--- src/rtl/instr_decode.sv ---
// Instruction register and decode stage: latches the fetched word, registers the command code
// and keeps instruction counters. Optional sticky illegal trap under `ILLEGAL_TRAP_EN.
module instr_decode #(
  parameter int unsigned COUNT_W = 32,
  parameter int unsigned ILL_W   = 16
) (
  input  logic               clk,
  input  logic               rst,
  input  logic               irWe,
  input  logic [31:0]        instr,
  input  logic               trapClr,
  output logic [3:0]         cmd,
  output logic [4:0]         rs,
  output logic [4:0]         rt,
  output logic [4:0]         rd,
  output logic [15:0]        imm,
  output logic [25:0]        jaddr,
  output logic               illegal,
  output logic [COUNT_W-1:0] instrCount,
  output logic [ILL_W-1:0]   illegalCount,
  output logic               trap
);

  localparam logic [3:0] CmdLw      = 4'd0;
  localparam logic [3:0] CmdSw      = 4'd1;
  localparam logic [3:0] CmdJ       = 4'd2;
  localparam logic [3:0] CmdJr      = 4'd3;
  localparam logic [3:0] CmdJal     = 4'd4;
  localparam logic [3:0] CmdBeq     = 4'd5;
  localparam logic [3:0] CmdBne     = 4'd6;
  localparam logic [3:0] CmdXori    = 4'd7;
  localparam logic [3:0] CmdAddi    = 4'd8;
  localparam logic [3:0] CmdAdd     = 4'd9;
  localparam logic [3:0] CmdSub     = 4'd10;
  localparam logic [3:0] CmdSlt     = 4'd11;
  localparam logic [3:0] CmdIllegal = 4'd15;

  localparam logic [COUNT_W-1:0] CountOne = COUNT_W'(1);
  localparam logic [ILL_W-1:0]   IllOne   = ILL_W'(1);

  logic [31:0]        ir_q;
  logic [3:0]         cmd_q;
  logic               illegal_q;
  logic [COUNT_W-1:0] instr_count_q;
  logic [ILL_W-1:0]   illegal_count_q;

  logic [5:0] op;
  logic [5:0] funct;
  logic [3:0] dec_cmd;
  logic       dec_illegal;

  // Decode the incoming word, not the held IR, so cmd is valid one cycle after irWe.
  assign op    = instr[31:26];
  assign funct = instr[5:0];

  always_comb begin
    dec_cmd = CmdIllegal;
    case (op)
      6'h23: dec_cmd = CmdLw;
      6'h2B: dec_cmd = CmdSw;
      6'h02: dec_cmd = CmdJ;
      6'h03: dec_cmd = CmdJal;
      6'h04: dec_cmd = CmdBeq;
      6'h05: dec_cmd = CmdBne;
      6'h0E: dec_cmd = CmdXori;
      6'h08: dec_cmd = CmdAddi;
      6'h00: begin
        case (funct)
          6'h08:   dec_cmd = CmdJr;
          6'h20:   dec_cmd = CmdAdd;
          6'h22:   dec_cmd = CmdSub;
          6'h2A:   dec_cmd = CmdSlt;
          default: dec_cmd = CmdIllegal;
        endcase
      end
      default: dec_cmd = CmdIllegal;
    endcase
  end

  assign dec_illegal = (dec_cmd == CmdIllegal);

  always_ff @(posedge clk or posedge rst) begin
    if (rst) begin
      ir_q      <= 32'h0;
      cmd_q     <= CmdIllegal;
      illegal_q <= 1'b0;
    end else if (irWe) begin
      ir_q      <= instr;
      cmd_q     <= dec_cmd;
      illegal_q <= dec_illegal;
    end
  end

  always_ff @(posedge clk or posedge rst) begin
    if (rst) begin
      instr_count_q <= '0;
    end else if (irWe) begin
      instr_count_q <= instr_count_q + CountOne;
    end
  end

  // Saturating so a storm of bad fetches never aliases back to a small count.
  always_ff @(posedge clk or posedge rst) begin
    if (rst) begin
      illegal_count_q <= '0;
    end else if (irWe && dec_illegal && (illegal_count_q != '1)) begin
      illegal_count_q <= illegal_count_q + IllOne;
    end
  end

`ifdef ILLEGAL_TRAP_EN
  logic trap_q;

  // Set has priority over clear on the same edge.
  always_ff @(posedge clk or posedge rst) begin
    if (rst) begin
      trap_q <= 1'b0;
    end else if (irWe && dec_illegal) begin
      trap_q <= 1'b1;
    end else if (trapClr) begin
      trap_q <= 1'b0;
    end
  end

  assign trap = trap_q;
`else
  logic unused_trap_clr;
  assign unused_trap_clr = trapClr;
  assign trap            = 1'b0;
`endif

  logic [5:0] unused_ir_op;
  assign unused_ir_op = ir_q[31:26];

  assign cmd          = cmd_q;
  assign illegal      = illegal_q;
  assign rs           = ir_q[25:21];
  assign rt           = ir_q[20:16];
  assign rd           = ir_q[15:11];
  assign imm          = ir_q[15:0];
  assign jaddr        = ir_q[25:0];
  assign instrCount   = instr_count_q;
  assign illegalCount = illegal_count_q;

endmodule

--- config.mk ---
export PLATFORM = sky130hd
export DESIGN_NAME = instr_decode
export DESIGN_NICKNAME = d
export VERILOG_FILES = /design/src/rtl/instr_decode.sv
export SDC_FILE = /design/constraint.sdc
export NUM_CORES = 1
export LEC_CHECK = 0
export ABC_AREA = 1
export CAP_MARGIN = 20
export CORE_AREA = 5 5 82 122
export DETAILED_ROUTE_END_ITERATION = 8
export DIE_AREA = 0 0 87 127
export HOLD_SLACK_MARGIN = 0.02
export MAX_ROUTING_LAYER = met4
export PLACE_DENSITY = 0.87
export SLEW_MARGIN = 15
export SYNTH_ARGS = -nofsm -noshare
export SYNTH_HDL_FRONTEND = slang
export SYNTH_SLANG_ARGS = --single-unit
--- constraint.sdc ---
create_clock -name clk -period 5.4 [get_ports clk]
set_input_delay 1.08 -clock clk [delete_from_list [all_inputs] [get_ports clk]]
set_output_delay 1.08 -clock clk [all_outputs]
set_load 0.01 [all_outputs]
==> results of run 1 <==
## state kept, by name, summed over array words and instances (netlist names)
name	count
cmd	4
illegal	1
illegalCount	16
instrCount	32
ir_q	26
## worst paths after layout
| check | endpoint | start | slack (ns) | cells after the start |
|---|---|---|---|---|
| min in group asynchronous | instrCount[19] | rst | 1.24 | 2 |
| max in group asynchronous | cmd[3] | rst | 3.13 | 3 |
| hold reg to reg | instrCount[31] | instrCount[31] | 0.47 | 1 |
| setup reg to reg | illegalCount[15] | illegalCount[0] | 3.37 | 9 |
| setup / recovery | instrCount[28] | irWe | 2.50 | 10 |
| hold / removal | instrCount[31] | instrCount[31] | 0.47 | 1 |
## per-stage QoR
| step | std cells | hold slack (ns) |
|---|---|---|
| floorplan | 541 | 0.474 |
| global placement | 754 | 0.457 |
| detailed placement | 754 | 0.465 |
| CTS | 770 | 0.473 |
| global route | 770 | 0.490 |
| finish | 770 | 0.469 |
## worst max-delay path, stage by stage
cell and delay [ns]:
clkdlybuf4s50_1 0.49, buf_4 0.36, nand2_1 0.20, inv_2 0.12, nand2_1 0.07, nor3_2 0.23, nand2_1 0.13, nor2_1 0.19
nand2_1 0.09, xor2_1 0.15
## cells in the final DEF (no fill, tap or decap), drive strengths merged
cell type,n
dfstp,4
nand4,29
ha,2
nor2,50
nand3b,2
or2,1
xnor2,14
bufinv,1
buf,2
a31oi,2
nand2,182
o21ai,5
a21oi,2
conb,1
dfrtp,75
nand3,30
clkbuf,13
a21o,1
nor3,15
and3,1
clkdlybuf4s50,144
inv,55
clkinv,2
nor4,1
xor2,26
## layer usage
metal / up-vias / global-route usage, %
met3: 25 / 3.22
met1: 1875 / 26.0
li1: 1903 / -
met2: 159 / 35.6
met4: 0 / 9.72
met5: - / -
## cell usage after synthesis, types with 2 or more instances
library cell	instances
nand2_1	179
nand3_1	27
dfstp_2	4
nor2_2	5
nand2_2	3
nor3_1	13
xor2_1	26
inv_2	6
nand3b_1	2
xnor2_1	14
nand3_4	2
o21ai_0	5
ha_1	2
inv_1	49
nand4_1	29
clkbuf_1	7
buf_4	32
a31oi_1	2
dfrtp_1	75
buf_2	3
nor2_1	44
## kinds of logic after synthesis
family / Yosys count
AO/OA/AOI/OAI: 10
buffers and inverters: 98
other: 1
XOR/XNOR: 40
adder cells (fa/ha/maj): 2
flip-flops: 79
AND/OR/NAND/NOR: 311
## area by class of cell
cell class / instances / share of cell area [%]
Clock buffer: 13 / 4.56
Clock inverter: 3 / 0.676
Inverter: 55 / 3.49
Multi-Input combinational cell: 364 / 30.9
Sequential cell: 79 / 33.5
Tap cell: 110 / 2.32
Timing Repair Buffer: 146 / 24.6
## report_power, final
group	internal [mW]	switching (mW)
Combinational	0.228	0.205
Sequential	0.662	0.0827
Clock	0.394	0.221
Total	1.28	0.509
==> impl_results.md, run 1 <==
- Worst skew pair latency: 0.33 ns
- WL met3: 670 um
- Total track usage: 21.6%
- Leak: 2.81 nW
- Clock root cell: clkbuf_16
- CTS sink count: 79
- Final setup violation count: 0
- CTS H-tree depth: 3
- Multi-input gate area: 1830 sq um
- Post-synthesis compound-gate area fraction: 1.54%
- Period utilization: 53.8%
- Dpl hpwl: 8.53 mm
- Least-Margin Pin Slew: 0.827 ns
- Yosys top cell area share: 43.5%
- Initial antenna violation count: 0
- Initial core utilization: 49.1%
- Max Freq: 344 MHz
- Drt drc: 0
- Met2 wire length: 5.92 mm
- Final core occ: 67.5%
- Unrepaired setup endpoints after global routing: no
- Die Height: 127 um
- Final worst setup slack: 2.50 ns
- Max-slew headroom: 44.8%
- Clk_skew: 0.00777 ns
- Pre-antenna DRT Iters: 4
- Largest net degree at the start of global routing: 41
- Syn Std Cell Area: 4310 sq um
- Hold Path Class: register to register
- Syn Area/Cell: 7.97 sq um
- Dpl cell area: 5610 sq um
- Pwr per Cell Area: 303 nW/um^2
- Antenna Nets Post-Route: 0
- Total power: 1.79 mW
- Maximum fanout along the worst path: 32
- Fin area: 5920 sq um
- Worst path required time: 5.61 ns
- WP data arrival: 3.12 ns
- WS Path Type: input pin to register
- Unique masters post-synth: 33
- Area growth syn-to-layout: 37.4%
- TritonCTS clock tree: yes
- Fillers: 704
- Final Hold Violating Endpoints: 0
- Max Cap Viol: 0
- Post-synth top flop: dfrtp_1
- Die X: 87 um
- Via count: 3962
- Num rows: 42
- Status: completed
- Post-CTS setup buffer count: 0
- Largest family of logic cells by synthesized area: simple AND/OR/NAND/NOR gates
- Worst VDD drop: 0.199 mV
- Synth async-reset ratio: 100%
- CTS Buffer Depth: 2
- Synth area leaders: dfrtp_1, nand2_1, buf_4
- Worst Setup Start Kind: input pin
- Die ar.: 11000 sq um
- Gr ovfl total: 0
- Sequential area share after synthesis: 46.0%
- Final setup TNS: 0 ns
- Post-Synthesis Net Count: 579
- WL/cell: 14.6 um
- EDFF count, synth: 0
- Post-Synth Simple-Gate Area: 32.1%
- Crit path capture type: register
- Adder-cell area share of the yosys netlist: 0.580%
- Starting DRT DRC Count: 180
- Max Used Layer: met4
- Final worst path period need: 2.90 ns
- Mapped Cells: 541
- Core area: 8780 sq um
- First-pass GRT wire length: 18.7 mm
- Final nets: 693
- Num CTS Buffers: 9
- Register area: 1980 sq um
- Metal1 wirelength: 4.38 mm
- Antenna diodes: 0
- Register bit total from synthesis: 79
- WL final: 11.3 mm
- Post-synthesis mux area share: 0%
- Slew Limit Fails: 0
- Cell accounting for the most synthesized area: dfrtp_1
- Cts-stage hold buffer count: 0
- Place WS: 2.16 ns
- Share of cells above drive strength 1: 6.52%
- Clk slew on worst S/H paths: 0.06 ns
- DR vias/cell: 5.15
- RePlAce Congestion: 0.900
- PortBufs: 144
- I/O pin cnt: 147
- Post-Synth XOR/XNOR Area: 8.13%
- Vias in the first global route: 3929
- Yosys warns: 0
- Post-cts sizing count: 0
(Power assumes the default switching activity.)
==> inputs of run 2 (changes only) <==
--- a/config.mk
+++ b/config.mk
@@ -7,12 +7,12 @@
 export LEC_CHECK = 0
 export ABC_AREA = 1
 export CAP_MARGIN = 20
-export CORE_AREA = 5 5 82 122
+export CORE_AREA = 5 5 86 127
 export DETAILED_ROUTE_END_ITERATION = 8
-export DIE_AREA = 0 0 87 127
+export DIE_AREA = 0 0 91 132
 export HOLD_SLACK_MARGIN = 0.02
 export MAX_ROUTING_LAYER = met4
-export PLACE_DENSITY = 0.87
+export PLACE_DENSITY = 0.8
 export SLEW_MARGIN = 15
 export SYNTH_ARGS = -nofsm -noshare
 export SYNTH_HDL_FRONTEND = slang
==> constraint.sdc (replaced) <==
create_clock -name clk -period 3 [get_ports clk]
set_input_delay 0.6 -clock clk [delete_from_list [all_inputs] [get_ports clk]]
set_output_delay 0.6 -clock clk [all_outputs]
set_load 0.01 [all_outputs]
==> run 2 against run 1 <==
  * Largest cell class unchanged
  * Global-route usage fell by 2.6 points
  * Clock skew fell by 0.0030 ns
  * Worst hold slack improved by 0.0098 ns
  * Count of clock-buffer cells in the layout fell by 1
==> impl_results.md, run 2 (synthesis gave the netlist of run 1 again) <==
- Worst VDD drop: 0.343 mV
- Clk_skew: 0.00480 ns
- Status: completed
- Final nets: 696
- Hold Path Class: register to register
- DR vias/cell: 5.00
- Final std cells w/o fill: 778
- WP data arrival: 2.49 ns
- Post-cts sizing count: 0
- Clock root cell: clkbuf_16
- Area growth syn-to-layout: 37.9%
- Reg2reg setup slack: 0.97 ns
- Worst Setup Start Kind: input pin
- Fillers: 832
- Total power: 3.19 mW
- CTS Buffer Depth: 2
- CTS H-tree depth: 3
- Post-CTS setup buffer count: 0
- Gr ovfl total: 0
- Antenna diodes: 0
- Max Freq: 440 MHz
- Slew Limit Fails: 0
- Clk slew on worst S/H paths: 0.06 ns
- Leak: 2.82 nW
- Inst Count DP: 762
- Die X: 91 um
- Via count: 3893
- Worst skew pair latency: 0.32 ns
- Final worst path period need: 2.27 ns
- Worst reg2reg path depth: 9
- Die ar.: 12000 sq um
- WL/cell: 14.2 um
- Maximum fanout along the worst path: 18
- Die Height: 132 um
- Worst hold margin: 0.478 ns
- Crit-path cells: clkdlybuf4s50_1 > nor2_2 > nand2_1 > nand2_1 > nand2_1 > nand2_1 > inv_2 > nand2_2 > nand2_2 > nand3_4 > nand2_1 > nand2_1
- Antenna Nets Post-Route: 0
- Dpl hpwl: 8.34 mm
- Fin area: 5950 sq um
- Final worst setup slack: 0.728 ns
- Num rows: 44
- Crit path capture type: register
- Metal1 wirelength: 4.40 mm
- Commonest non-fill, non-tap cell in the layout: nand2_1
- Starting DRT DRC Count: 231
- Place WS: 0.408 ns
- Vias in the first global route: 3916
- Reg-to-reg endpoint: illegalCount[3]
- Largest net degree at the start of global routing: 80
- Hold wc startpoint: cmd[0]
- Most frequent cells in the layout: nand2_1, clkdlybuf4s50_1, dfrtp_1
- Max reg flops: 32
- I/O pin cnt: 147
- Num CTS Buffers: 9
- Final core occ: 61.7%
- Unrepaired setup endpoints after global routing: no
- Final Hold Violating Endpoints: 0
- Period utilization: 75.7%
- PortBufs: 144
- Total track usage: 19.0%
- Pre-antenna DRT Iters: 5
- CTS sink count: 79
- Initial core utilization: 44.8%
- Crit path largest cell delay: 0.54 ns
- First-pass GRT wire length: 18.7 mm
- WL met3: 580 um
- Final setup TNS: 0 ns
- Critical path's slowest cell: clkdlybuf4s50_1
- Share of cells above drive strength 1: 6.79%
- RePlAce Congestion: 0.913
- Final setup violation count: 0
- Initial antenna violation count: 0
- Dpl cell area: 5650 sq um
- WS Path Type: input pin to register
- Cts-stage hold buffer count: 0
- Met2 wire length: 5.91 mm
- Max Cap Viol: 0
- TritonCTS clock tree: yes
- Worst path required time: 3.21 ns
- Core area: 9630 sq um
- Critical path's most frequent cell: nand2_1
- WHS Endpoint: cmd[0]
- WHS Path Cells: 2
- WL final: 11.1 mm
- Drt drc: 0
- Pwr per Cell Area: 537 nW/um^2
- Critical R2R Launch: illegalCount[0]
- Max Used Layer: met4
==> run 2: routing by layer <==
metal  global-route usage (%)  up-vias
met5                        -        -
met4                     6.53        0
met3                     3.77       22
met2                     33.0      131
met1                     21.5     1842
li1                         -     1898
==> run 2: final cells by class <==
type	count	area [sq um]	share of cell area, %
Clock buffer	12	246	4.15
Tap cell	115	144	2.42
Multi-Input combinational cell	364	1830	30.8
Sequential cell	79	1980	33.3
Inverter	55	206	3.47
Timing Repair Buffer	149	1490	25.1
Clock inverter	4	45.0	0.758
==> run 2: power by group <==
group,switching [mW],total [mW],internal [mW]
sequential,0.148,1.34,1.19
clock,0.397,1.06,0.663
combinational,0.376,0.792,0.416
total,0.921,3.19,2.27
==> run 2: worst max-delay path: cells and delay by family <==
kind | cells | cell delay (ns)
simple gates | 10 | 1.25
buf+inv | 2 | 0.62
==> run 2: worst max path at each step <==
stage,from,endpoint,slack [ns],depth (start not counted)
4_1_cts,instr[26],illegalCount[3],0.75,12
3_3_place_gp,irWe,instrCount[28],0.49,9
2_1_floorplan,rst,illegal,0.38,1
5_1_grt,instr[31],illegalCount[3],0.58,12
3_5_place_dp,instr[26],illegalCount[12],0.41,12
6_report,instr[26],illegalCount[3],0.73,12
==> inputs of run 3 (changes only) <==
==> constraint.sdc (replaced) <==
create_clock -name clk -period 2.3 [get_ports clk]
set_input_delay 0.46 -clock clk [delete_from_list [all_inputs] [get_ports clk]]
set_output_delay 0.46 -clock clk [all_outputs]
set_load 0.01 [all_outputs]
==> run 3 against run 2 <==
  * Global-route usage up 0.58 points
  * Worst hold slack worse by 0.0078 ns
  * Routed wire length up 3.9%
  * Largest power group unchanged
  * Sequential power up 31%
  * Largest cell class unchanged
  * Total power up 31%
  * Setup slack worse by 0.50 ns
  * Clock skew up 0.0011 ns
  * Critical path type is now register to register
  * Non-clock buffer count up 9
  * Critical path depth down 3
  * Sequential cell count unchanged
  * Die area unchanged
==> impl_results.md, run 3 (synthesis gave the netlist of run 1 again) <==
- CTS sink count: 79
- Post-cts sizing count: 0
- Final worst path period need: 2.07 ns
- Period utilization: 90.1%
- Num rows: 44
- Commonest non-fill, non-tap cell in the layout: nand2_1
- Die Height: 132 um
- Initial core utilization: 44.8%
- WL/cell: 14.6 um
- Reg-to-reg endpoint: illegalCount[6]
- Max Cap Viol: 0
- Vias in the first global route: 3971
- Place WS: 0.0708 ns
- RePlAce Congestion: 0.909
- Maximum fanout along the worst path: 17
- Crit path largest cell delay: 0.42 ns
- Antenna Nets Post-Route: 0
- WS Path Type: register to register
- DR vias/cell: 5.01
- Critical path's slowest cell: dfrtp_1
- Total power: 4.19 mW
- Crit path capture type: register
- Pre-antenna DRT Iters: 4
- Post-CTS setup buffer count: 0
- Clk slew on worst S/H paths: 0.06 ns
- Slew Limit Fails: 0
- Worst reg2reg path depth: 9
- Cts-stage hold buffer count: 0
- Critical R2R Launch: illegalCount[0]
- Fillers: 810
- Worst Setup Start Kind: register
- Unrepaired setup endpoints after global routing: no
- Max reg flops: 32
- I/O pin cnt: 147
- Die X: 91 um
- Area growth syn-to-layout: 39.3%
- Pwr per Cell Area: 697 nW/um^2
- Status: completed
- Starting DRT DRC Count: 126
- Clock root cell: clkbuf_16
- Hold Path Class: register to register
- Final setup violation count: 0
- Initial antenna violation count: 0
- Final worst setup slack: 0.228 ns
- Gr ovfl total: 0
- Worst hold margin: 0.470 ns
- Worst path required time: 2.57 ns
- Dpl hpwl: 8.63 mm
- Top delay family on crit path: simple AND/OR/NAND/NOR gates
- WHS Path Cells: 1
- Largest net degree at the start of global routing: 80
- First-pass GRT wire length: 18.9 mm
- Final nets: 705
- Drt drc: 0
- Final core occ: 62.3%
- Total track usage: 19.6%
- Die ar.: 12000 sq um
- Worst skew pair latency: 0.34 ns
- Share of cells above drive strength 1: 7.90%
- CP bufs+invs: 0
- TritonCTS clock tree: yes
- Max Freq: 483 MHz
- Critical path's most frequent cell: nand2_1
- Crit-path cells: ha_1 > nand2_1 > nor3_4 > nand2_2 > nor2_2 > nand3_4 > nand3_4 > nand2_1 > nand2_1
- Hold wc startpoint: instrCount[31]
- CTS Buffer Depth: 2
- Dpl cell area: 5730 sq um
- Reg2reg setup slack: 0.23 ns
- WL final: 11.5 mm
- Leak: 2.85 nW
- Clk_skew: 0.00589 ns
- CTS H-tree depth: 3
- PortBufs: 144
- Core area: 9630 sq um
- Most frequent cells in the layout: nand2_1, clkdlybuf4s50_1, dfrtp_1
- Final setup TNS: 0 ns
- WP data arrival: 2.34 ns
- Worst VDD drop: 0.505 mV
- WHS Endpoint: instrCount[31]
- Inst Count DP: 771
- Num CTS Buffers: 9
- Final Hold Violating Endpoints: 0
- Fin area: 6010 sq um
- Antenna diodes: 0
- Via count: 3939
- Final std cells w/o fill: 786
[run 3: how the worst max path moves through the flow]
stage	startpoint	to	cells past startpoint
floorplan	illegalCount[0]	illegalCount[2]	9
global placement	irWe	instrCount[28]	9
detailed placement	instr[26]	illegalCount[3]	9
CTS	illegalCount[0]	illegalCount[6]	9
global route	illegalCount[0]	illegalCount[6]	9
finish	illegalCount[0]	illegalCount[6]	9
[run 3: area by class of cell]
type	count	area (sq um)	area share, %
Sequential cell	79	1980	33.0
Multi-Input combinational cell	364	1830	30.5
Timing Repair Buffer	158	1560	26.0
Clock buffer	11	233	3.87
Inverter	55	210	3.50
Tap cell	115	144	2.40
Clock inverter	4	47.5	0.792
[run 3: routing by layer]
layer  track usage (%)  vias up  wire length, um
li1                  -     1913                -
met1              21.2     1857             4390
met2              34.1      144             6170
met3              4.23       25              632
met4              8.24        0              308
met5                 -        -                0
[run 3: worst register-to-register path, stage by stage, from the launching register on]
cell     delay (ns)
dfrtp_1        0.42
ha_1           0.27
nand2_1        0.14
nor3_4         0.28
nand2_2        0.08
nor2_2         0.12
nand3_4        0.22
nand3_4        0.29
nand2_1        0.11
nand2_1        0.07
[run 3: power breakdown]
group	internal [mW]	total, mW	switching, mW
Sequential	1.55	1.76	0.202
Clock	0.831	1.36	0.534
Combinational	0.563	1.07	0.502
